===== src/rtl/register_status_table_pkg.sv =====
// Shared constants for the register status table (package reg_status_pkg).
package reg_status_pkg;

  // Tag value meaning "no pending producer": the register value is valid.
  localparam int unsigned FREE_TAG = 0;

  // Operand value the dispatch module substitutes when no value is available.
  localparam logic [15:0] NO_VALUE = 16'hFFF0;

  localparam int DEFAULT_TAG_W  = 3;
  localparam int DEFAULT_DATA_W = 16;

endpackage


===== src/rtl/register_status_table_entry.sv =====
// One architectural register: producer tag (Qi) and value, with CDB capture,
// issue and flush. On Qi, flush beats issue, and issue beats a CDB match.
// A CDB match always writes the data, even during a flush or an issue.
module reg_status_entry
  import reg_status_pkg::*;
#(
  parameter int TAG_W  = DEFAULT_TAG_W,
  parameter int DATA_W = DEFAULT_DATA_W
) (
  input  logic              clk_i,
  input  logic              rst_n_i,
  input  logic              cdb_valid_i,
  input  logic [TAG_W-1:0]  cdb_tag_i,
  input  logic [DATA_W-1:0] cdb_data_i,
  input  logic              issue_we_i,
  input  logic [TAG_W-1:0]  issue_tag_i,
  input  logic              flush_i,
  output logic [TAG_W-1:0]  qi_o,
  output logic [TAG_W-1:0]  qi_next_o,
  output logic [DATA_W-1:0] data_o
);

  logic [TAG_W-1:0]  qi_q, qi_d;
  logic [DATA_W-1:0] data_q, data_d;
  logic              cdb_hit;

  // Next state: a CDB match captures the data; Qi is chosen by priority.
  always_comb begin
    cdb_hit = cdb_valid_i && (cdb_tag_i != TAG_W'(FREE_TAG)) && (qi_q == cdb_tag_i);
    data_d  = cdb_hit ? cdb_data_i : data_q;
    qi_d    = qi_q;
    if (flush_i)         qi_d = TAG_W'(FREE_TAG);
    else if (issue_we_i) qi_d = issue_tag_i;
    else if (cdb_hit)    qi_d = TAG_W'(FREE_TAG);
  end

  // State registers, cleared by async reset.
  always_ff @(posedge clk_i or negedge rst_n_i) begin
    if (!rst_n_i) begin
      qi_q   <= '0;
      data_q <= '0;
    end else begin
      qi_q   <= qi_d;
      data_q <= data_d;
    end
  end

  assign qi_o      = qi_q;
  assign qi_next_o = qi_d;
  assign data_o    = data_q;

endmodule


===== src/rtl/register_status_table.sv =====
// Register status table: per-register producer tag and value, two
// combinational read ports, registered busy count and issue error pulse.
// Optional macro REG_STATUS_CDB_BYPASS_EN forwards a matching CDB broadcast
// straight to the read ports in the same cycle.
module register_status_table
  import reg_status_pkg::*;
#(
  parameter  int NUM_REGS = 8,
  parameter  int TAG_W    = DEFAULT_TAG_W,
  parameter  int DATA_W   = DEFAULT_DATA_W,
  localparam int IDX_W    = $clog2(NUM_REGS)
) (
  input  logic              Clock,
  input  logic              Resetn,
  input  logic              Issue_valid,
  input  logic [IDX_W-1:0]  Issue_rd,
  input  logic [TAG_W-1:0]  Issue_tag,
  input  logic              Cdb_valid,
  input  logic [TAG_W-1:0]  Cdb_tag,
  input  logic [DATA_W-1:0] Cdb_data,
  input  logic              Flush,
  input  logic [IDX_W-1:0]  Src_a_idx,
  input  logic [IDX_W-1:0]  Src_b_idx,
  output logic [TAG_W-1:0]  Src_a_qi,
  output logic [DATA_W-1:0] Src_a_data,
  output logic [TAG_W-1:0]  Src_b_qi,
  output logic [DATA_W-1:0] Src_b_data,
  output logic [IDX_W:0]    Busy_count,
  output logic              Issue_err
);

  localparam int NUM_SLOTS = 1 << IDX_W;
  localparam int CNT_W     = IDX_W + 1;

  // Slots beyond NUM_REGS read as qi=0/data=0 so out-of-range reads need no guard.
  logic [TAG_W-1:0]  qi_arr   [NUM_SLOTS];
  logic [DATA_W-1:0] data_arr [NUM_SLOTS];
  logic [TAG_W-1:0]  qi_nxt   [NUM_REGS];

  logic             issue_ok;
  logic [CNT_W-1:0] busy_q, busy_d;
  logic             issue_err_q, issue_err_d;

  assign issue_ok = Issue_valid && (Issue_tag != TAG_W'(FREE_TAG));

  for (genvar i = 0; i < NUM_SLOTS; i++) begin : g_slot
    if (i < NUM_REGS) begin : g_entry
      reg_status_entry #(
        .TAG_W  (TAG_W),
        .DATA_W (DATA_W)
      ) u_entry (
        .clk_i       (Clock),
        .rst_n_i     (Resetn),
        .cdb_valid_i (Cdb_valid),
        .cdb_tag_i   (Cdb_tag),
        .cdb_data_i  (Cdb_data),
        .issue_we_i  (issue_ok && (Issue_rd == IDX_W'(i))),
        .issue_tag_i (Issue_tag),
        .flush_i     (Flush),
        .qi_o        (qi_arr[i]),
        .qi_next_o   (qi_nxt[i]),
        .data_o      (data_arr[i])
      );
    end else begin : g_empty
      assign qi_arr[i]   = '0;
      assign data_arr[i] = '0;
    end
  end

  // Busy count tracks the post-edge Qi state, so count the next-state tags.
  always_comb begin
    busy_d = '0;
    for (int i = 0; i < NUM_REGS; i++) begin
      if (qi_nxt[i] != TAG_W'(FREE_TAG)) busy_d = busy_d + CNT_W'(1);
    end
    issue_err_d = Issue_valid && (Issue_tag == TAG_W'(FREE_TAG));
  end

  // Registered status outputs.
  always_ff @(posedge Clock or negedge Resetn) begin
    if (!Resetn) begin
      busy_q      <= '0;
      issue_err_q <= 1'b0;
    end else begin
      busy_q      <= busy_d;
      issue_err_q <= issue_err_d;
    end
  end

  assign Busy_count = busy_q;
  assign Issue_err  = issue_err_q;

  // Read ports: current state, optionally overridden by a matching CDB broadcast.
  always_comb begin
    Src_a_qi   = qi_arr[Src_a_idx];
    Src_a_data = data_arr[Src_a_idx];
    Src_b_qi   = qi_arr[Src_b_idx];
    Src_b_data = data_arr[Src_b_idx];
`ifdef REG_STATUS_CDB_BYPASS_EN
    if (Cdb_valid && (Cdb_tag != TAG_W'(FREE_TAG))) begin
      if (qi_arr[Src_a_idx] == Cdb_tag) begin
        Src_a_qi   = '0;
        Src_a_data = Cdb_data;
      end
      if (qi_arr[Src_b_idx] == Cdb_tag) begin
        Src_b_qi   = '0;
        Src_b_data = Cdb_data;
      end
    end
`endif
  end

endmodule


===== config.mk =====
export PLATFORM = sky130hd
export DESIGN_NAME = register_status_table
export DESIGN_NICKNAME = d
export VERILOG_FILES = /design/src/rtl/register_status_table_pkg.sv /design/src/rtl/register_status_table_entry.sv /design/src/rtl/register_status_table.sv
export SDC_FILE = /design/constraint.sdc
export NUM_CORES = 1
export LEC_CHECK = 0
export CORE_UTILIZATION = 55
export DETAILED_ROUTE_END_ITERATION = 8
export GPL_ROUTABILITY_DRIVEN = 0
export PLACE_DENSITY = 0.74
export SYNTH_ARGS = -nofsm -noshare
export SYNTH_HDL_FRONTEND = slang
export SYNTH_SLANG_ARGS = --single-unit

===== constraint.sdc =====
create_clock -name Clock -period 11.4 [get_ports Clock]
set_input_delay 2.28 -clock Clock [delete_from_list [all_inputs] [get_ports Clock]]
set_output_delay 2.28 -clock Clock [all_outputs]
set_load 0.005 [all_outputs]

* After elaboration in Yosys (flattened, before gate mapping)
Cells that the tools add are included.
** Storage, ports and cells
- Register bits after elaboration :: 157
- Bits of input ports :: 36
- Output and inout bits :: 43
- Logic and storage cells :: 119
** Operators by class
- Add/subtract/negate cells :: 7
- Order comparisons :: 2
- Equal/unequal tests :: 15
- Mux-type cells :: 44
- Bitwise gates (word level) :: 2
- Reduce and logical (&&, ||, !) cells :: 31
** Operator list (number)
- 16-bit binary-select mux with 3-bit select :: 2
- 3-bit two-way mux :: 28
- 16-bit two-way mux :: 4
- 3-bit nonzero test :: 10
- 4-bit by 1-bit adder with 4-bit output, second input constant :: 7
- 4-bit two-way mux :: 7
- 3-bit == test :: 8
- 1-bit logical AND :: 19
- 3-bit binary-select mux with 3-bit select :: 2
- 3-bit == test, second input constant :: 4
- 4-bit greater-or-equal comparator, second input constant :: 2
- 3-bit NOT with 4-bit output :: 2
- 3-bit by 2-bit == test with 1-bit output, second input constant :: 2
- 3-bit zero test :: 2
- 3-bit by 1-bit == test with 1-bit output, second input constant :: 1
- 1-bit two-way mux :: 1

* Depth between registers and ports, before layout
Gate-level depths: netlist of the first run.
- Word-level depth :: 22
- Mapped depth :: 20
- Mapped depth without buffers :: 19

* Modules after synthesis
Synthesis of the first run repeated with hierarchy kept, for this count alone.
** Second synthesis, totals
- Cells, all modules :: 681
- Area total of the unflattened synthesis :: 9788.1 um^2
** By module, submodules not included
- reg_status_entry :: times used 8, cells each 56, area an instance 847.1 um^2, seq. area each 475.5 um^2
- register_status_table :: times used 1, cells each 233, area an instance 3011.6 um^2, seq. area each 125.1 um^2

* Worst setup path before layout of the first run
No wires, ideal clock.
- Path kind :: input to register
- Start :: input port Cdb_valid
- End :: register busy_q[3] (netlist: Busy_count[3])
- Library setup time :: 0.131 ns
- Arrival time :: 6.306 ns
- Data required time :: 11.269 ns
- Slack :: 4.963 ns
- Stages on the path :: 18
- Buffers on the path :: 1
- Path through :: buf_2 > o31ai_4 > or4_1 > a32oi_2 > ha_1 > xnor2_4 > inv_1 > ha_1 > a21boi_1 > xnor2_1 > mux2_2 > ha_1 > a211o_1 > a21oi_1 > xor2_1 > xnor2_1 > o211ai_2 > xor2_1
** On the way
- Cells in the longest elaborated chain, start to end :: 21
- Elaborated cells on any way between the ends :: 56
- Those cells by class :: add/sub: 7; mux: 32; reduce/logical: 17
** Ends and longest elaborated chain
- from (decl) :: RTL line register_status_table.sv:18 : input logic Cdb_valid,
- 1-bit logical AND * :: RTL line register_status_table_entry.sv:29 : cdb_hit = cdb_valid_i && (cdb_tag_i != TAG_W'(FREE_TAG)) && (qi_q == cdb_tag_i);
- 1-bit logical AND :: RTL line register_status_table_entry.sv:29
- 3-bit two-way mux :: RTL line register_status_table_entry.sv:34 : else if (cdb_hit) qi_d = TAG_W'(FREE_TAG);
- 3-bit two-way mux :: RTL line register_status_table_entry.sv:33 : else if (issue_we_i) qi_d = issue_tag_i;
- 3-bit two-way mux :: RTL line register_status_table_entry.sv:32 : if (flush_i) qi_d = TAG_W'(FREE_TAG);
- 3-bit nonzero test :: RTL line register_status_table.sv:74 : if (qi_nxt[i] != TAG_W'(FREE_TAG)) busy_d = busy_d + CNT_W'(1);
- 1-bit two-way mux :: RTL line register_status_table.sv:74
- 4-bit by 1-bit adder with 4-bit output :: RTL line register_status_table.sv:74
- [6 not listed]
- 4-bit two-way mux :: RTL line register_status_table.sv:74
- 4-bit by 1-bit adder with 4-bit output :: RTL line register_status_table.sv:74
- 4-bit two-way mux :: RTL line register_status_table.sv:74
- 4-bit by 1-bit adder with 4-bit output :: RTL line register_status_table.sv:74
- 4-bit two-way mux :: RTL line register_status_table.sv:74
- 4-bit by 1-bit adder with 4-bit output :: RTL line register_status_table.sv:74
- 4-bit two-way mux * :: RTL line register_status_table.sv:74
- net busy_d[3] :: RTL line register_status_table.sv:41 : logic [CNT_W-1:0] busy_q, busy_d;
- to (signal assigned) :: RTL line register_status_table.sv:85 : busy_q <= busy_d;
- to (decl) :: RTL line register_status_table.sv:41
The timed path passes the listed nets; every way through them passes the cells marked *.
A chain may end at the register's enable or synchronous reset.

* Worst setup path in the final report of the first run
- Start :: input port Cdb_tag[1]
- End :: register busy_q[3] (netlist: Busy_count[3])
** On the way
- Cells in the longest elaborated chain, start to end :: 22
- Elaborated cells on any way between the ends :: 65
- Those cells by class :: add/sub: 7; eq/ne: 8; mux: 32; reduce/logical: 18
** Ends and longest elaborated chain
- from (decl) :: RTL line register_status_table.sv:19 : input logic [TAG_W-1:0] Cdb_tag,
- 3-bit nonzero test :: RTL line register_status_table_entry.sv:29
- 1-bit logical AND (2 in a row) :: RTL line register_status_table_entry.sv:29
- 3-bit two-way mux :: RTL line register_status_table_entry.sv:34
- 3-bit two-way mux :: RTL line register_status_table_entry.sv:33
- 3-bit two-way mux :: RTL line register_status_table_entry.sv:32
- 3-bit nonzero test :: RTL line register_status_table.sv:74
- 1-bit two-way mux :: RTL line register_status_table.sv:74
- 4-bit by 1-bit adder with 4-bit output :: RTL line register_status_table.sv:74
- [6 not listed]
- 4-bit two-way mux :: RTL line register_status_table.sv:74
- 4-bit by 1-bit adder with 4-bit output :: RTL line register_status_table.sv:74
- 4-bit two-way mux :: RTL line register_status_table.sv:74
- 4-bit by 1-bit adder with 4-bit output :: RTL line register_status_table.sv:74
- 4-bit two-way mux :: RTL line register_status_table.sv:74
- 4-bit by 1-bit adder with 4-bit output :: RTL line register_status_table.sv:74
- 4-bit two-way mux * :: RTL line register_status_table.sv:74
- net busy_d[3] :: RTL line register_status_table.sv:41
Marked as above.

==> impl_metrics.json, run 1 <==
{
  "status": "completed",
  "synthArstFlopShare": 1.00,
  "dp.final_hpwl_mm": 14.7,
  "synth_cell_types": 66,
  "die_w_um": 133,
  "powerDensity_nw_per_um2": 169,
  "ir_drop_mv": 0.139,
  "cp-end-kind": "flop",
  "required_ns": 11.69,
  "holdWs_ns": 0.523,
  "fmax_mhz": 138,
  "crit_path_cell_trace": "clkdlybuf4s50_1, o31ai_4, or4_1, a32oi_2, ha_1, xnor2_4, inv_1, ha_1, a21boi_1, xnor2_1, mux2_2, ha_1, a211o_1, a21oi_1, xor2_1, xnor2_1, o211ai_2, xor2_1",
  "dr.pass1.iters": 4,
  "rsz0062_at_grt": "false",
  "ioPinCount": 79,
  "cts-resized-gates": 0,
  "seq_area_frac_synth": 0.418,
  "grt_overflow": 0,
  "cp_common_cell": "ha_1",
  "grt-busiest-layer": "met2",
  "area_delta_synth_final_pct": 16.5,
  "grt_use_total": 0.280,
  "synthCells": 683,
  "first_global_vias": 6808,
  "startpoint_type": "input port",
  "drv_cap": 0,
  "yosys_warnings": 0,
  "dp_slack_ns": 3.78,
  "die_h_um": 133,
  "relSlewSlack": 0.362,
  "grt_pass1_wl_mm": 37.1,
  "post-cts-setup-buffers": 0,
  "final_nets": 798,
  "fin_crit_ns": 7.24,
  "cts_made_buffers": 17,
  "cp_slowest_stage_delay_ns": 0.90,
  "antenna_found_initial": 0,
  "worstMarginPinSlew_ns": 0.951,
  "htreeDepth": 4,
  "crit_fanout": 11,
  "rows": 47,
  "setup_viol": 0,
  "fin_util": 0.658,
  "yosys_most_used_dff": "dfrtp_1",
  "setup_slack_ns": 4.16,
  "ant_nets": 0,
  "grt_use_met3": 0.0644,
  "min_path_type": "reg -> reg",
  "ctsHoldBuffers": 0,
  "port_buffers": 78,
  "diodes": 0,
  "slowest_stage": "clkdlybuf4s50_1",
  "path_clk_slew_ns": 0.06,
  "vias": 6382,
  "leakage_nw": 4.44,
  "initial_utilization": 0.565,
  "cts_buffer_depth": 2,
  "grt_max_degree": 84,
  "r2r_cells": 17,
  "vias_per_cell": 6.47,
  "routedWlPerCell_um": 23.1,
  "crit_arrival_ns": 7.53,
  "fin_setup_tns_ns": 0,
  "synth_edf_count": 0,
  "netlist_area_um2": 9400,
  "maxSlewViolCount": 0,
  "grt_use_met1": 0.360,
  "clk_latency_ns": 0.42,
  "synth_seq_cells": 157,
  "core-area_um2": 16600,
  "clock_sinks": 157,
  "post_route_cells_drive_above_1_share": 0.414,
  "skew_ns": 0.00785,
  "drtIter0Drc": 318,
  "avgSynthCellArea_um2": 13.8,
  "syn-num-nets": 726,
  "wl_mm": 22.8,
  "cts_tree": "yes",
  "die_area_um2": 17600,
  "drc_errors": 0,
  "cts-root-buf": "clkbuf_16",
  "hold_violations": 0,
  "min_period_over_period": 0.635,
  "whs_path_depth": 1,
  "grtUsageMet2": 0.460,
  "worstSetupPathType": "in -> reg"
}
[routing by layer]
layer,share of wire,wire (µm)
met5,0,0
met4,0.026,582
met3,0.054,1220
met2,0.51,11500
met1,0.42,9470
[layout by cell type (no fill, tap or decap), drive strengths merged, types with 4 or more instances in the layout]
master,count
a211oi,4
buf,21
inv,10
xor2,29
dfrtp,157
clkbuf,26
o211ai,5
nor3,9
nand2b,5
nor4,8
nand2,31
a21oi,15
o31ai,4
o21ai,6
nor2,36
xnor2,11
mux4,76
ha,7
clkdlybuf4s50,73
mux2,169
nor3b,4
a31oi,8
nand3,6
[area by class of cell]
class	instances	area [µm²]
Sequential cell	157	3930
Timing Repair Buffer	94	882
Clock inverter	4	30.0
Clock buffer	26	509
Inverter	9	33.8
Fill cell	1213	5690
Multi-Input combinational cell	476	5290
Tap cell	220	275
[cells by family (layout without fill, tap and decap cells)]
| kind of cell | count (synthesis) | count (layout) | synth area share |
|---|---|---|---|
| adders and majority gates | 7 | 7 | 0.00932 |
| DFF | 157 | 157 | 0.418 |
| AOI/OAI and AO/OA | 62 | 62 | 0.0526 |
| xor gates and xnor gates | 40 | 40 | 0.0449 |
| buffers and inverters | 50 | 133 | 0.0224 |
| and+or+nand+nor | 120 | 120 | 0.0660 |
| muxes | 247 | 247 | 0.387 |
[final timing paths]
| path | from | end | slack [ns] |
|---|---|---|---|
| worst max-delay path | Cdb_tag[1] | Busy_count[3]$_DFF_PN0_ | 4.16 |
| worst min-delay path | g_slot[6].g_entry.u_entry.data_o[10]$_DFFE_PN0P_ | g_slot[6].g_entry.u_entry.data_o[10]$_DFFE_PN0P_ | 0.52 |
| worst max register to register | g_slot[0].g_entry.u_entry.qi_o[1]$_DFF_PN0_ | Busy_count[3]$_DFF_PN0_ | 6.62 |
| worst min register to register | g_slot[6].g_entry.u_entry.data_o[10]$_DFFE_PN0P_ | g_slot[6].g_entry.u_entry.data_o[10]$_DFFE_PN0P_ | 0.52 |
| max in group asynchronous | Resetn | g_slot[2].g_entry.u_entry.qi_o[2]$_DFF_PN0_ | 8.02 |
| min in group asynchronous | Resetn | g_slot[1].g_entry.u_entry.qi_o[2]$_DFF_PN0_ | 1.91 |
[cells in the mapped netlist (3+ instances only)]
master	count	area [µm²]
mux2_2	169	1900
dfrtp_1	157	3930
mux4_2	76	1710
nor2_1	34	128
nand2_1	31	116
xor2_1	29	254
clkbuf_1	25	93.8
a21oi_1	14	70.1
inv_1	9	33.8
a31oi_1	8	50.1
nor3_1	8	40.0
buf_1	7	26.3
ha_1	7	87.6
buf_2	6	30.0
nand3_1	6	30.0
nor4_1	6	37.5
o21ai_0	6	30.0
xnor2_1	6	52.6
nand2b_1	5	31.3
nor3b_1	4	30.0
o211ai_1	4	30.0
a211oi_1	3	22.5
and3_1	3	18.8
nand4_1	3	18.8
o31ai_1	3	22.5
or3_1	3	18.8
xnor2_4	3	82.6
[report_power, final]
group          internal (W)  total [W]  leakage, nW  switching [W]
clock              0.000306   0.000519        0.263       0.000214
sequential         0.000693   0.000787         1.94      0.0000942
combinational      0.000353   0.000542         2.24       0.000189
total               0.00135    0.00185         4.44       0.000497
[critical path: cells and delay by family]
family / cells / cell delay [ns]
AND/OR/NAND/NOR: 1 / 0.65
XOR/XNOR: 5 / 1.13
buffers and inverters: 2 / 0.98
AO/OA/AOI/OAI: 6 / 1.28
multiplexers: 1 / 0.30
adder cells (fa/ha/maj): 3 / 0.90
[stage by stage]
stage,power (W),cell area [µm²],std cells
finish,0.00185,11000,986
global placement,0.00130,10400,956
detailed placement,0.00134,10400,956
floorplan,0.00113,9400,683
CTS,0.00186,11000,986
global route,0.00194,11000,986
[sequential cells by signal, summed over array words and instances, names as in the netlist]
| register | flops |
|---|---|
| g_slot.g_entry.u_entry.qi_o | 24 |
| Issue_err | 1 |
| Busy_count | 4 |
| g_slot.g_entry.u_entry.data_o | 128 |
Power figures use the tool's default switching activity.
==> inputs of run 2 (changes only) <==
Clock period 11.4 ns to 7.1 ns, I/O delays scaled along.
==> impl_metrics.json, run 2 (synthesis results as in run 1) <==
{
  "status": "completed",
  "total_power_w": 0.00308,
  "grt_overflow": 0,
  "ctsHoldBuffers": 0,
  "rows": 47,
  "cp_slowest_stage_delay_ns": 0.86,
  "rsz0062_at_grt": "false",
  "antenna_found_initial": 0,
  "grt_pass1_wl_mm": 37.1,
  "cts_made_buffers": 17,
  "drt-met1-wl_mm": 9.61,
  "maxSlewViolCount": 0,
  "drtIter0Drc": 482,
  "cts-root-buf": "clkbuf_16",
  "fin_setup_tns_ns": 0,
  "leakage_nw": 4.52,
  "die_w_um": 133,
  "whs_path_depth": 1,
  "worstSetupPathType": "in -> reg",
  "routedWlPerCell_um": 22.9,
  "cts-resized-gates": 0,
  "clk_latency_ns": 0.43,
  "setup_viol": 0,
  "die_h_um": 133,
  "grt_max_degree": 95,
  "min_path_type": "reg -> reg",
  "startpoint_type": "input port",
  "path_buf_inv": 2,
  "ioPinCount": 79,
  "largest_reg_flops": 128,
  "crit_path_cell_trace": "clkdlybuf4s50_1, o31ai_4, or4_1, a32oi_2, ha_1, xnor2_4, inv_1, ha_1, a21boi_1, xnor2_1, mux2_2, ha_1, a211o_1, a21oi_1, xor2_1, xnor2_1, o211ai_2, xor2_1",
  "die_area_um2": 17600,
  "cts_tree": "yes",
  "dp.final_hpwl_mm": 14.8,
  "path_clk_slew_ns": 0.06,
  "r2r_cells": 17,
  "r2r_start": "g_slot[0].g_entry.u_entry.qi_o[1]$_DFF_PN0_",
  "endpoint": "Busy_count[3]$_DFF_PN0_",
  "dr.pass1.iters": 5,
  "drc_errors": 0,
  "post_route_cells_drive_above_1_share": 0.425,
  "fmax_mhz": 155,
  "highest_layer": "met4",
  "final_common_cell": "mux2_2",
  "vias": 6366,
  "wl_mm": 22.8,
  "htreeDepth": 4,
  "vias_per_cell": 6.40,
  "fin_crit_ns": 6.44,
  "port_buffers": 78,
  "holdWs_ns": 0.523,
  "diodes": 0,
  "area_delta_synth_final_pct": 17.9,
  "skew_ns": 0.00880,
  "powerDensity_nw_per_um2": 278,
  "path_depth": 18,
  "wl_met2_mm": 11.5,
  "crit_fanout": 11,
  "r2r_end": "Busy_count[3]$_DFF_PN0_",
  "clock_sinks": 157,
  "layout_common_cells": "mux2_2 (169), dfrtp_1 (157), mux4_2 (76)",
  "cp_common_cell": "ha_1",
  "crit_family": "compound AO/OA/AOI/OAI gates",
  "relSlewSlack": 0.209,
  "hold_violations": 0,
  "rrSetupSlack_ns": 2.20,
  "grt_use_total": 0.279,
  "crit_start": "Cdb_tag[1]",
  "ant_nets": 0,
  "cp-end-kind": "flop",
  "required_ns": 7.40,
  "post-cts-setup-buffers": 0,
  "min_period_over_period": 0.907,
  "hold_start": "g_slot[2].g_entry.u_entry.data_o[10]$_DFFE_PN0P_",
  "first_global_vias": 6785,
  "met3WireLength_mm": 1.09,
  "drv_cap": 0,
  "dp_slack_ns": 0.293,
  "cts_buffer_depth": 2,
  "setup_slack_ns": 0.659,
  "core-area_um2": 16600,
  "final_nets": 806,
  "ir_drop_mv": 0.220,
  "crit_arrival_ns": 6.74,
  "worstMarginPinSlew_ns": 1.19,
  "slowest_stage": "clkdlybuf4s50_1",
  "initial_utilization": 0.565
}
[run 2: cell count changes in the layout (fill, tap and decap cells not counted)]
cell and delta:
buf_4 +8, clkbuf_1 -4, clkbuf_8 -3, clkinv_2 +1
bufinv_16 +3, inv_6 +3, clkinvlp_4 -1, inv_8 +1
[run 2: per-layer routing]
layer	track usage	up-vias
met5	0	-
met4	0.102	0
met3	0.0602	44
met2	0.456	220
met1	0.369	3326
li1	-	2776
[run 2: where the power goes]
part	internal, W	switching, W
Sequential	0.00111	0.000153
Combinational	0.000570	0.000301
Clock	0.000574	0.000375
Total	0.00226	0.000829
[run 2: worst min-delay path by stage]
stage,to,slack (ns)
6_report,g_slot[2].g_entry.u_entry.data_o[10]$_DFFE_PN0P_,0.52
5_1_grt,g_slot[6].g_entry.u_entry.data_o[7]$_DFFE_PN0P_,0.55
4_1_cts,g_slot[6].g_entry.u_entry.data_o[7]$_DFFE_PN0P_,0.53
3_5_place_dp,g_slot[6].g_entry.u_entry.data_o[7]$_DFFE_PN0P_,0.51
3_3_place_gp,g_slot[6].g_entry.u_entry.data_o[7]$_DFFE_PN0P_,0.50
2_1_floorplan,g_slot[2].g_entry.u_entry.data_o[0]$_DFFE_PN0P_,0.49
[run 2: worst register-to-register path, cell delays in order (launching register included)]
cell	delay, ns
dfrtp_1	0.43
xor2_1	0.18
or4_1	0.63
a32oi_2	0.32
ha_1	0.37
xnor2_4	0.33
inv_1	0.08
ha_1	0.33
a21boi_1	0.17
xnor2_1	0.10
mux2_2	0.30
ha_1	0.20
a211o_1	0.25
a21oi_1	0.21
xor2_1	0.38
xnor2_1	0.19
o211ai_2	0.12
xor2_1	0.17
[run 2: per-stage QoR]
step,util,instance area [µm²],instances
after global placement,0.629,10500,964
final,0.666,11100,994
after detailed placement,0.629,10500,964
after CTS,0.666,11100,994
after floorplan,-,9400,683
after global routing,0.666,11100,994
[run 2: cell type report]
cell class | count | area [µm²]
multi-input cells | 476 | 5290
fillers | 1149 | 5560
well taps | 220 | 275
clock inverters | 11 | 155
repair buffers | 102 | 942
clock buffers | 19 | 453
inverters | 9 | 33.8
flip-flops and latches | 157 | 3930
==> inputs of run 3 (changes only) <==
Settings changed: ABC_CLOCK_PERIOD_IN_PS set to 7100, CORE_MARGIN set to 1, SETUP_SLACK_MARGIN set to 0.1.
==> results of run 3 <==
Final layout, timing and power as in run 2 (identical DEF).
